`src/rtl/xyz_drv_pkg.sv`:
```
// Shared definitions for the XYZ lane driver.
//   NLANE      : number of XYZ lanes driven
//   LANE_W     : width of a lane index (covers the illegal index 3)
//   lane_state_t : per-lane sequencing state
//   tmo_cnt_w  : width of a timeout counter able to hold 0..TIMEOUT
//   lane_next  : round-robin successor of a lane index
package xyz_drv_pkg;

  localparam int unsigned NLANE  = 3;
  localparam int unsigned LANE_W = 2;

  typedef enum logic [2:0] {
    IDLE  = 3'd0,
    START = 3'd1,
    RES   = 3'd2,
    CHECK = 3'd3,
    RESP  = 3'd4
  } lane_state_t;

  // A disabled timeout (0) still gets a 1-bit counter so the vector is legal.
  function automatic int unsigned tmo_cnt_w(input int unsigned timeout);
    return (timeout == 0) ? 1 : $clog2(timeout + 1);
  endfunction

  function automatic logic [LANE_W-1:0] lane_next(input logic [LANE_W-1:0] l);
    return (l == LANE_W'(NLANE - 1)) ? '0 : l + LANE_W'(1);
  endfunction

endpackage

```
`src/rtl/xyz_lane_fsm.sv`:
```
// One XYZ lane: sequences start -> result -> check -> response for a single
// outstanding job, latching the operands and capturing result/check values.
// Ports:
//   clk, rst          : clock, synchronous active-high reset
//   accept            : command handshake addressed to this lane
//   a, b, c, d        : command operands
//   rsp_done          : this lane's response was consumed
//   state             : registered lane state
//   start_a/b, result_c, check_d : operand outputs (0 while IDLE)
//   en_start/rdy_start, result_val/rdy_result, en_check/check_val/rdy_check : XYZ methods
//   res, chk, timeout : captured response payload
module xyz_lane_fsm
  import xyz_drv_pkg::*;
#(
  parameter int unsigned W       = 5,
  parameter int unsigned TIMEOUT = 64
) (
  input  logic        clk,
  input  logic        rst,
  input  logic        accept,
  input  logic [W-1:0] a,
  input  logic [W-1:0] b,
  input  logic [W-1:0] c,
  input  logic [W-1:0] d,
  input  logic        rsp_done,
  output lane_state_t state,
  output logic [W-1:0] start_a,
  output logic [W-1:0] start_b,
  output logic [W-1:0] result_c,
  output logic [W-1:0] check_d,
  output logic        en_start,
  input  logic        rdy_start,
  input  logic [W-1:0] result_val,
  input  logic        rdy_result,
  output logic        en_check,
  input  logic [W-1:0] check_val,
  input  logic        rdy_check,
  output logic [W-1:0] res,
  output logic [W-1:0] chk,
  output logic        timeout
);

  localparam int unsigned CW = tmo_cnt_w(TIMEOUT);

  lane_state_t   state_q;
  logic [W-1:0]  a_q, b_q, c_q, d_q;
  logic [W-1:0]  res_q, chk_q;
  logic          tmo_q;
  logic [CW-1:0] cnt_q;
  logic          tmo_hit;
  logic          busy;

  // The lane gives up on the TIMEOUT-th consecutive cycle of a low RDY.
  assign tmo_hit = (TIMEOUT != 0) && (cnt_q == CW'(TIMEOUT - 1));

  // Lane sequencing, operand latches, capture registers and wait counter.
  always_ff @(posedge clk) begin
    if (rst) begin
      state_q <= IDLE;
      a_q     <= '0;
      b_q     <= '0;
      c_q     <= '0;
      d_q     <= '0;
      res_q   <= '0;
      chk_q   <= '0;
      tmo_q   <= 1'b0;
      cnt_q   <= '0;
    end else begin
      case (state_q)
        IDLE: begin
          if (accept) begin
            a_q     <= a;
            b_q     <= b;
            c_q     <= c;
            d_q     <= d;
            // Clear the payload so an aborted job reports 0 for uncaptured values.
            res_q   <= '0;
            chk_q   <= '0;
            tmo_q   <= 1'b0;
            cnt_q   <= '0;
            state_q <= START;
          end
        end
        START: begin
          if (rdy_start) begin
            cnt_q   <= '0;
            state_q <= RES;
          end else if (tmo_hit) begin
            cnt_q   <= '0;
            tmo_q   <= 1'b1;
            state_q <= RESP;
          end else begin
            cnt_q <= cnt_q + CW'(1);
          end
        end
        RES: begin
          if (rdy_result) begin
            res_q   <= result_val;
            cnt_q   <= '0;
            state_q <= CHECK;
          end else if (tmo_hit) begin
            cnt_q   <= '0;
            tmo_q   <= 1'b1;
            state_q <= RESP;
          end else begin
            cnt_q <= cnt_q + CW'(1);
          end
        end
        CHECK: begin
          if (rdy_check) begin
            chk_q   <= check_val;
            cnt_q   <= '0;
            state_q <= RESP;
          end else if (tmo_hit) begin
            cnt_q   <= '0;
            tmo_q   <= 1'b1;
            state_q <= RESP;
          end else begin
            cnt_q <= cnt_q + CW'(1);
          end
        end
        RESP: begin
          if (rsp_done) begin
            state_q <= IDLE;
          end
        end
        default: state_q <= IDLE;
      endcase
    end
  end

  assign busy = (state_q != IDLE);

  assign start_a  = busy ? a_q : '0;
  assign start_b  = busy ? b_q : '0;
  assign result_c = busy ? c_q : '0;
  assign check_d  = busy ? d_q : '0;

  // Enables follow RDY directly and are suppressed while reset is asserted.
  assign en_start = !rst && (state_q == START) && rdy_start;
  assign en_check = !rst && (state_q == CHECK) && rdy_check;

  assign state   = state_q;
  assign res     = res_q;
  assign chk     = chk_q;
  assign timeout = tmo_q;

endmodule

```
`src/rtl/xyz_lane_driver.sv`:
```
// Initiator for the three-lane XYZ method interface. Accepts jobs on a
// valid/ready command port, runs each on its addressed lane and returns the
// captured result/check pair through a round-robin response port.
// Ports:
//   CLK, RST                       : clock, synchronous active-high reset
//   cmd_valid/cmd_ready/cmd_lane   : command handshake and target lane (3 is illegal)
//   cmd_a..cmd_d                   : operands for start(a,b), result(c), check(d)
//   rsp_valid/rsp_ready/rsp_lane   : response handshake and originating lane
//   rsp_res, rsp_chk, rsp_timeout  : response payload
//   bad_lane                       : sticky flag for a consumed lane-3 command
//   XYZ_i_* / EN_XYZ_i_* / RDY_XYZ_i_* : lane i method signals, i = 0..2
module xyz_lane_driver
  import xyz_drv_pkg::*;
#(
  parameter int unsigned W       = 5,
  parameter int unsigned TIMEOUT = 64
) (
  input  logic              CLK,
  input  logic              RST,
  input  logic              cmd_valid,
  output logic              cmd_ready,
  input  logic [LANE_W-1:0] cmd_lane,
  input  logic [W-1:0]      cmd_a,
  input  logic [W-1:0]      cmd_b,
  input  logic [W-1:0]      cmd_c,
  input  logic [W-1:0]      cmd_d,
  output logic              rsp_valid,
  input  logic              rsp_ready,
  output logic [LANE_W-1:0] rsp_lane,
  output logic [W-1:0]      rsp_res,
  output logic [W-1:0]      rsp_chk,
  output logic              rsp_timeout,
  output logic              bad_lane,
  output logic [W-1:0]      XYZ_0_start_a,
  output logic [W-1:0]      XYZ_0_start_b,
  output logic              EN_XYZ_0_start,
  input  logic              RDY_XYZ_0_start,
  output logic [W-1:0]      XYZ_0_result_c,
  input  logic [W-1:0]      XYZ_0_result,
  input  logic              RDY_XYZ_0_result,
  output logic [W-1:0]      XYZ_0_check_d,
  output logic              EN_XYZ_0_check,
  input  logic [W-1:0]      XYZ_0_check,
  input  logic              RDY_XYZ_0_check,
  output logic [W-1:0]      XYZ_1_start_a,
  output logic [W-1:0]      XYZ_1_start_b,
  output logic              EN_XYZ_1_start,
  input  logic              RDY_XYZ_1_start,
  output logic [W-1:0]      XYZ_1_result_c,
  input  logic [W-1:0]      XYZ_1_result,
  input  logic              RDY_XYZ_1_result,
  output logic [W-1:0]      XYZ_1_check_d,
  output logic              EN_XYZ_1_check,
  input  logic [W-1:0]      XYZ_1_check,
  input  logic              RDY_XYZ_1_check,
  output logic [W-1:0]      XYZ_2_start_a,
  output logic [W-1:0]      XYZ_2_start_b,
  output logic              EN_XYZ_2_start,
  input  logic              RDY_XYZ_2_start,
  output logic [W-1:0]      XYZ_2_result_c,
  input  logic [W-1:0]      XYZ_2_result,
  input  logic              RDY_XYZ_2_result,
  output logic [W-1:0]      XYZ_2_check_d,
  output logic              EN_XYZ_2_check,
  input  logic [W-1:0]      XYZ_2_check,
  input  logic              RDY_XYZ_2_check
);

  lane_state_t       st [NLANE];
  logic [W-1:0]      res_a [NLANE];
  logic [W-1:0]      chk_a [NLANE];
  logic [NLANE-1:0]  tmo_v;
  logic [NLANE-1:0]  idle, in_resp, accept, done;

  logic              lane_free;
  logic              cmd_fire, bad_fire, rsp_fire;
  logic [LANE_W-1:0] rr_q, rr_pick, rr_idx, grant;
  logic              rr_found;
  logic              lock_q;
  logic [LANE_W-1:0] lock_lane_q;
  logic              bad_lane_q;

  // Per-lane status decode from the registered lane states.
  always_comb begin
    idle    = '0;
    in_resp = '0;
    for (int unsigned i = 0; i < NLANE; i++) begin
      idle[i]    = (st[i] == IDLE);
      in_resp[i] = (st[i] == RESP);
    end
  end

  // Command port: lane 3 is always consumed so a bad command cannot block.
  always_comb begin
    lane_free = 1'b0;
    case (cmd_lane)
      2'd0:    lane_free = idle[0];
      2'd1:    lane_free = idle[1];
      2'd2:    lane_free = idle[2];
      default: lane_free = 1'b1;
    endcase
  end

  assign cmd_ready = !RST && lane_free;
  assign cmd_fire  = cmd_valid && cmd_ready;
  assign bad_fire  = cmd_fire && (cmd_lane == LANE_W'(NLANE));

  always_comb begin
    accept = '0;
    for (int unsigned i = 0; i < NLANE; i++) begin
      accept[i] = cmd_fire && (cmd_lane == LANE_W'(i));
    end
  end

  // Round-robin search over lanes in RESP, starting at the pointer.
  always_comb begin
    rr_found = 1'b0;
    rr_pick  = rr_q;
    rr_idx   = rr_q;
    for (int unsigned k = 0; k < NLANE; k++) begin
      if (!rr_found && in_resp[rr_idx]) begin
        rr_found = 1'b1;
        rr_pick  = rr_idx;
      end
      rr_idx = lane_next(rr_idx);
    end
  end

  // A stalled response keeps its grant even if a higher-priority lane arrives.
  assign grant     = lock_q ? lock_lane_q : rr_pick;
  assign rsp_valid = !RST && (lock_q || rr_found);
  assign rsp_fire  = rsp_valid && rsp_ready;

  always_comb begin
    done = '0;
    for (int unsigned i = 0; i < NLANE; i++) begin
      done[i] = rsp_fire && (grant == LANE_W'(i));
    end
  end

  // Response payload mux.
  always_comb begin
    rsp_res     = '0;
    rsp_chk     = '0;
    rsp_timeout = 1'b0;
    if (rsp_valid) begin
      case (grant)
        2'd0: begin rsp_res = res_a[0]; rsp_chk = chk_a[0]; rsp_timeout = tmo_v[0]; end
        2'd1: begin rsp_res = res_a[1]; rsp_chk = chk_a[1]; rsp_timeout = tmo_v[1]; end
        2'd2: begin rsp_res = res_a[2]; rsp_chk = chk_a[2]; rsp_timeout = tmo_v[2]; end
        default: ;
      endcase
    end
  end

  assign rsp_lane = rsp_valid ? grant : '0;

  // Arbiter pointer, grant lock and sticky bad-lane flag.
  always_ff @(posedge CLK) begin
    if (RST) begin
      rr_q        <= '0;
      lock_q      <= 1'b0;
      lock_lane_q <= '0;
      bad_lane_q  <= 1'b0;
    end else begin
      if (rsp_fire) begin
        rr_q   <= lane_next(grant);
        lock_q <= 1'b0;
      end else if (rsp_valid) begin
        lock_q      <= 1'b1;
        lock_lane_q <= grant;
      end
      if (bad_fire) begin
        bad_lane_q <= 1'b1;
      end
    end
  end

  assign bad_lane = bad_lane_q;

  xyz_lane_fsm #(.W(W), .TIMEOUT(TIMEOUT)) u_lane0 (
    .clk        (CLK),
    .rst        (RST),
    .accept     (accept[0]),
    .a          (cmd_a),
    .b          (cmd_b),
    .c          (cmd_c),
    .d          (cmd_d),
    .rsp_done   (done[0]),
    .state      (st[0]),
    .start_a    (XYZ_0_start_a),
    .start_b    (XYZ_0_start_b),
    .result_c   (XYZ_0_result_c),
    .check_d    (XYZ_0_check_d),
    .en_start   (EN_XYZ_0_start),
    .rdy_start  (RDY_XYZ_0_start),
    .result_val (XYZ_0_result),
    .rdy_result (RDY_XYZ_0_result),
    .en_check   (EN_XYZ_0_check),
    .check_val  (XYZ_0_check),
    .rdy_check  (RDY_XYZ_0_check),
    .res        (res_a[0]),
    .chk        (chk_a[0]),
    .timeout    (tmo_v[0])
  );

  xyz_lane_fsm #(.W(W), .TIMEOUT(TIMEOUT)) u_lane1 (
    .clk        (CLK),
    .rst        (RST),
    .accept     (accept[1]),
    .a          (cmd_a),
    .b          (cmd_b),
    .c          (cmd_c),
    .d          (cmd_d),
    .rsp_done   (done[1]),
    .state      (st[1]),
    .start_a    (XYZ_1_start_a),
    .start_b    (XYZ_1_start_b),
    .result_c   (XYZ_1_result_c),
    .check_d    (XYZ_1_check_d),
    .en_start   (EN_XYZ_1_start),
    .rdy_start  (RDY_XYZ_1_start),
    .result_val (XYZ_1_result),
    .rdy_result (RDY_XYZ_1_result),
    .en_check   (EN_XYZ_1_check),
    .check_val  (XYZ_1_check),
    .rdy_check  (RDY_XYZ_1_check),
    .res        (res_a[1]),
    .chk        (chk_a[1]),
    .timeout    (tmo_v[1])
  );

  xyz_lane_fsm #(.W(W), .TIMEOUT(TIMEOUT)) u_lane2 (
    .clk        (CLK),
    .rst        (RST),
    .accept     (accept[2]),
    .a          (cmd_a),
    .b          (cmd_b),
    .c          (cmd_c),
    .d          (cmd_d),
    .rsp_done   (done[2]),
    .state      (st[2]),
    .start_a    (XYZ_2_start_a),
    .start_b    (XYZ_2_start_b),
    .result_c   (XYZ_2_result_c),
    .check_d    (XYZ_2_check_d),
    .en_start   (EN_XYZ_2_start),
    .rdy_start  (RDY_XYZ_2_start),
    .result_val (XYZ_2_result),
    .rdy_result (RDY_XYZ_2_result),
    .en_check   (EN_XYZ_2_check),
    .check_val  (XYZ_2_check),
    .rdy_check  (RDY_XYZ_2_check),
    .res        (res_a[2]),
    .chk        (chk_a[2]),
    .timeout    (tmo_v[2])
  );

endmodule

```
`config.mk`:
```
export PLATFORM = sky130hd
export DESIGN_NAME = xyz_lane_driver
export DESIGN_NICKNAME = d
export VERILOG_FILES = /design/src/rtl/xyz_drv_pkg.sv /design/src/rtl/xyz_lane_fsm.sv /design/src/rtl/xyz_lane_driver.sv
export SDC_FILE = /design/constraint.sdc
export NUM_CORES = 1
export LEC_CHECK = 0
export ABC_AREA = 1
export BUFFER_PORTS_ARGS = -buffer_cell sky130_fd_sc_hd__buf_2
export CORE_MARGIN = 10
export CORE_UTILIZATION = 45
export DETAILED_ROUTE_END_ITERATION = 12
export GPL_TIMING_DRIVEN = 1
export MAX_ROUTING_LAYER = met4
export PLACE_DENSITY = 0.71
export SLEW_MARGIN = 20
export SYNTH_ARGS = -nofsm -noshare
export SYNTH_HDL_FRONTEND = slang
export SYNTH_SLANG_ARGS = --single-unit
export TNS_END_PERCENT = 1
```
`constraint.sdc`:
```
create_clock -name CLK -period 2.1 [get_ports CLK]
set_clock_uncertainty 0.1 [all_clocks]
set_input_delay 0.42 -clock CLK [delete_from_list [all_inputs] [get_ports CLK]]
set_output_delay 0.42 -clock CLK [all_outputs]
set_load 0.1 [all_outputs]
```
==> flow_summary.yaml <==
detailed_routing:
  drt-total-wl_mm: 19.4
  drc: 0
  vias: 6722
  drt_iter0_markers: 485
  firstDrtPassIters: 5
  routed_via_density: 5.08
  ant_nets: 0
  wl_per_cell_um: 14.6
timing:
  hold_viol: 0
  fmax_mhz: 340
  rsz0062_at_grt: "true"
  maxSlewHeadroom_pct: 65.9
  final.min_clock_period_ps: 2940
  period_share_pct: 140
  setup_violations: 88
  worst_pin_slew_ps: 514
  fin_hold_ws_ps: 125
  fin_ws_ps: -843
  drv_slew: 0
clock_network:
  cts.path.max_buffers: 2
  clk_latency_ps: 420
  clk_pin_slew_ps: 60
  cts_htree_levels: 4
  holdBufCountCts: 0
  cts_tree: "done"
  numCtsBuffers: 17
  clockRootBuffer: "clkbuf_16"
  cts.sinks: 129
worst_setup_path:
  worstPathCellList: "nor2_4 -> nand3_2 -> nand3_4 -> nand2_1 -> nand2_1 -> nand3_2 -> nand2_1 -> nand2_1 -> buf_12 -> nand3_1 -> nand3_2 -> nand2_2 -> clkinvlp_4 -> buf_12"
  critPathLaunchType: "register"
  critPathMostFrequentCell: "nand2_1"
  critPathMaxFanout: 12
  arrival_ps: 2420
  crit_path_end_kind: "output pin"
  worst_ep_required_time_ps: 1580
  crit_type: "register to output pin"
  crit_slowest_cell: "dfxtp_4"
  cpPeakStageDelay_ps: 360
outcome:
  outcome: "complete, but fails checks"
  violations: "setup timing"
die:
  initial_core_util_pct: 45.8
  rows: 43
  die_area_sq_mm: 0.0193
  die_h_um: 139
  core_sq_mm: 0.0139
  io_pins: 147
  die_w_um: 139
grt:
  grt_antenna_before_repair: 0
  grt_max_degree: 75
  grt_overflow: 0
  grtUsageMet1_pct: 23.3
  busiest_layer: "met2"
  use_met3_pct: 5.10
  grt_pass1_wl_mm: 31.3
  grtUsageMet2_pct: 33.0
  grt_pass1_vias: 6469
  track_usage_pct: 19.8
place:
  pre_cts_ws_ps: -514
  io_buffers: 146
  hpwlAfterDp_mm: 14.1
  gp_congestion: 0.944
hold_path:
  min_path_type: "input port to register"
layout:
  nNetsFinal: 1198
  diodes: 0
  largest_registers: "u_lane0.cnt_q: 7 flops, u_lane1.cnt_q: 7 flops, u_lane2.cnt_q: 7 flops"
  final_util_pct: 70.4
  areaGrowthSynthToFinish_pct: 53.8
  n_fill_cell: 1096
  drive_gt1_share_pct: 38.1
power:
  p_per_area_mw_per_mm2: 690
  finalPower_mw: 6.74
  ir_drop_v: 0.000692
  leakagePower_nw: 4.02
synthesis:
  synth_top_area_share_pct: 40.6
  postSynthCellCount: 946
  avgSynthCellArea_sq_um: 6.72
  yosys_register_bits: 129
  synth_nets: 1014
  synth_most_common_cell: "inv_1"
  synthTopCellsByArea: "dfxtp_1 (41%), a21oi_1 (9.0%), inv_1 (8.5%), nor2_1 (8.3%), nand3_1 (7.4%)"
  synth_top_cell_by_area: "dfxtp_1"
  async_reset_ff_share_pct: 0
  synth_common_cells: "inv_1 (144), nor2_1 (141), dfxtp_1 (129)"
  synth_edf_count: 0
  synth_top_flop_cell: "dfxtp_1"
  ys_warn_count: 0
  syn_area_sq_mm: 0.00636
  yosysSeqAreaShare_pct: 40.6
  ys_types: 39
flow_run:
  maxCapViolCount: 0
-- critical path: cells and delay by family, from the launching register on --
kind                   cells  cell delay [ps]
buffers and inverters      3              420
and+or+nand+nor           11             1210
DFF                        1              360
-- logic make-up after synthesis --
logic type / after synthesis / synth area share, %
fa+ha+maj: 3 / 0.591
flops: 129 / 40.6
buf+inv: 193 / 12.2
compound gates: 217 / 18.4
simple gates: 399 / 27.5
xor+xnor: 5 / 0.689
-- through the flow --
step | TNS (ps) | area, sq um | cells
final | -19690 | 9770 | 1323
after global routing | -36030 | 9770 | 1323
after CTS | -21170 | 9540 | 1322
after detailed placement | -7670 | 8810 | 1289
after global placement | -5290 | 8810 | 1289
after floorplan | -42320 | 6640 | 946
-- final timing paths --
check / start / endpoint / slack [ps] / depth (start not counted)
worst min-delay path: XYZ_1_check[0] / u_lane1.chk[0]$_SDFFE_PP0P_ / 120 / 3
worst max-delay path: rr_q[0]$_SDFFE_PP0N_ / rsp_res[4] / -840 / 14
worst min register to register: u_lane2.cnt_q[6]$_SDFFE_PP0P_ / u_lane2.cnt_q[6]$_SDFFE_PP0P_ / 350 / 2
worst max register to register: u_lane1.state[1]$_SDFFE_PP0P_ / u_lane0.b_q[3]$_SDFFE_PP0P_ / -80 / 13
-- layout by cell type, fill, tap and decap left out, types with 8 or more instances in the layout --
cell        synthesis  routed
inv_1             144     128
dfxtp_1           129     119
a21oi_1           114     108
nand2_1           120     105
buf_2               4      85
nand3_1            94      79
nor2_2             10      75
buf_12              0      69
nor2_1            141      62
o21ai_0            78      59
buf_4               6      46
clkbuf_16           0      17
nor2_4              1      15
nand3_2             2      15
nand2_2             5      15
clkinvlp_4          0      15
o21ai_1             9      15
o21ai_2             0      13
buf_6               3       8
-- where the power goes --
| part | total, mW | internal [mW] | switching (mW) |
|---|---|---|---|
| logic | 1.36 | 0.461 | 0.900 |
| registers | 2.59 | 2.54 | 0.0512 |
| clock network | 2.79 | 1.64 | 1.15 |
| total | 6.74 | 4.64 | 2.10 |
-- metal layers --
metal	share of wire (%)	wire, um
met1	44	8460
met4	1.9	374
met2	49	9510
met5	0	0
met3	5.3	1030
-- cell type report --
class / instances / area (sq um) / share of cell area [%]
Clock inverter: 14 / 131 / 1.34
Tap cell: 180 / 225 / 2.30
Timing Repair Buffer: 208 / 2240 / 22.9
Multi-Input combinational cell: 624 / 3530 / 36.1
Inverter: 150 / 614 / 6.29
Sequential cell: 129 / 2600 / 26.6
Clock buffer: 18 / 429 / 4.39
-- timing repair --
| action | CTS | global route |
|---|---|---|
| pin swaps | 6 | 5 |
| setup endpoints to repair | 135 | 203 |
| resized for setup | 49 | 80 |
| buffers inserted | 1 | 1 |
Note: power is estimated with default switching activity, not from simulation.
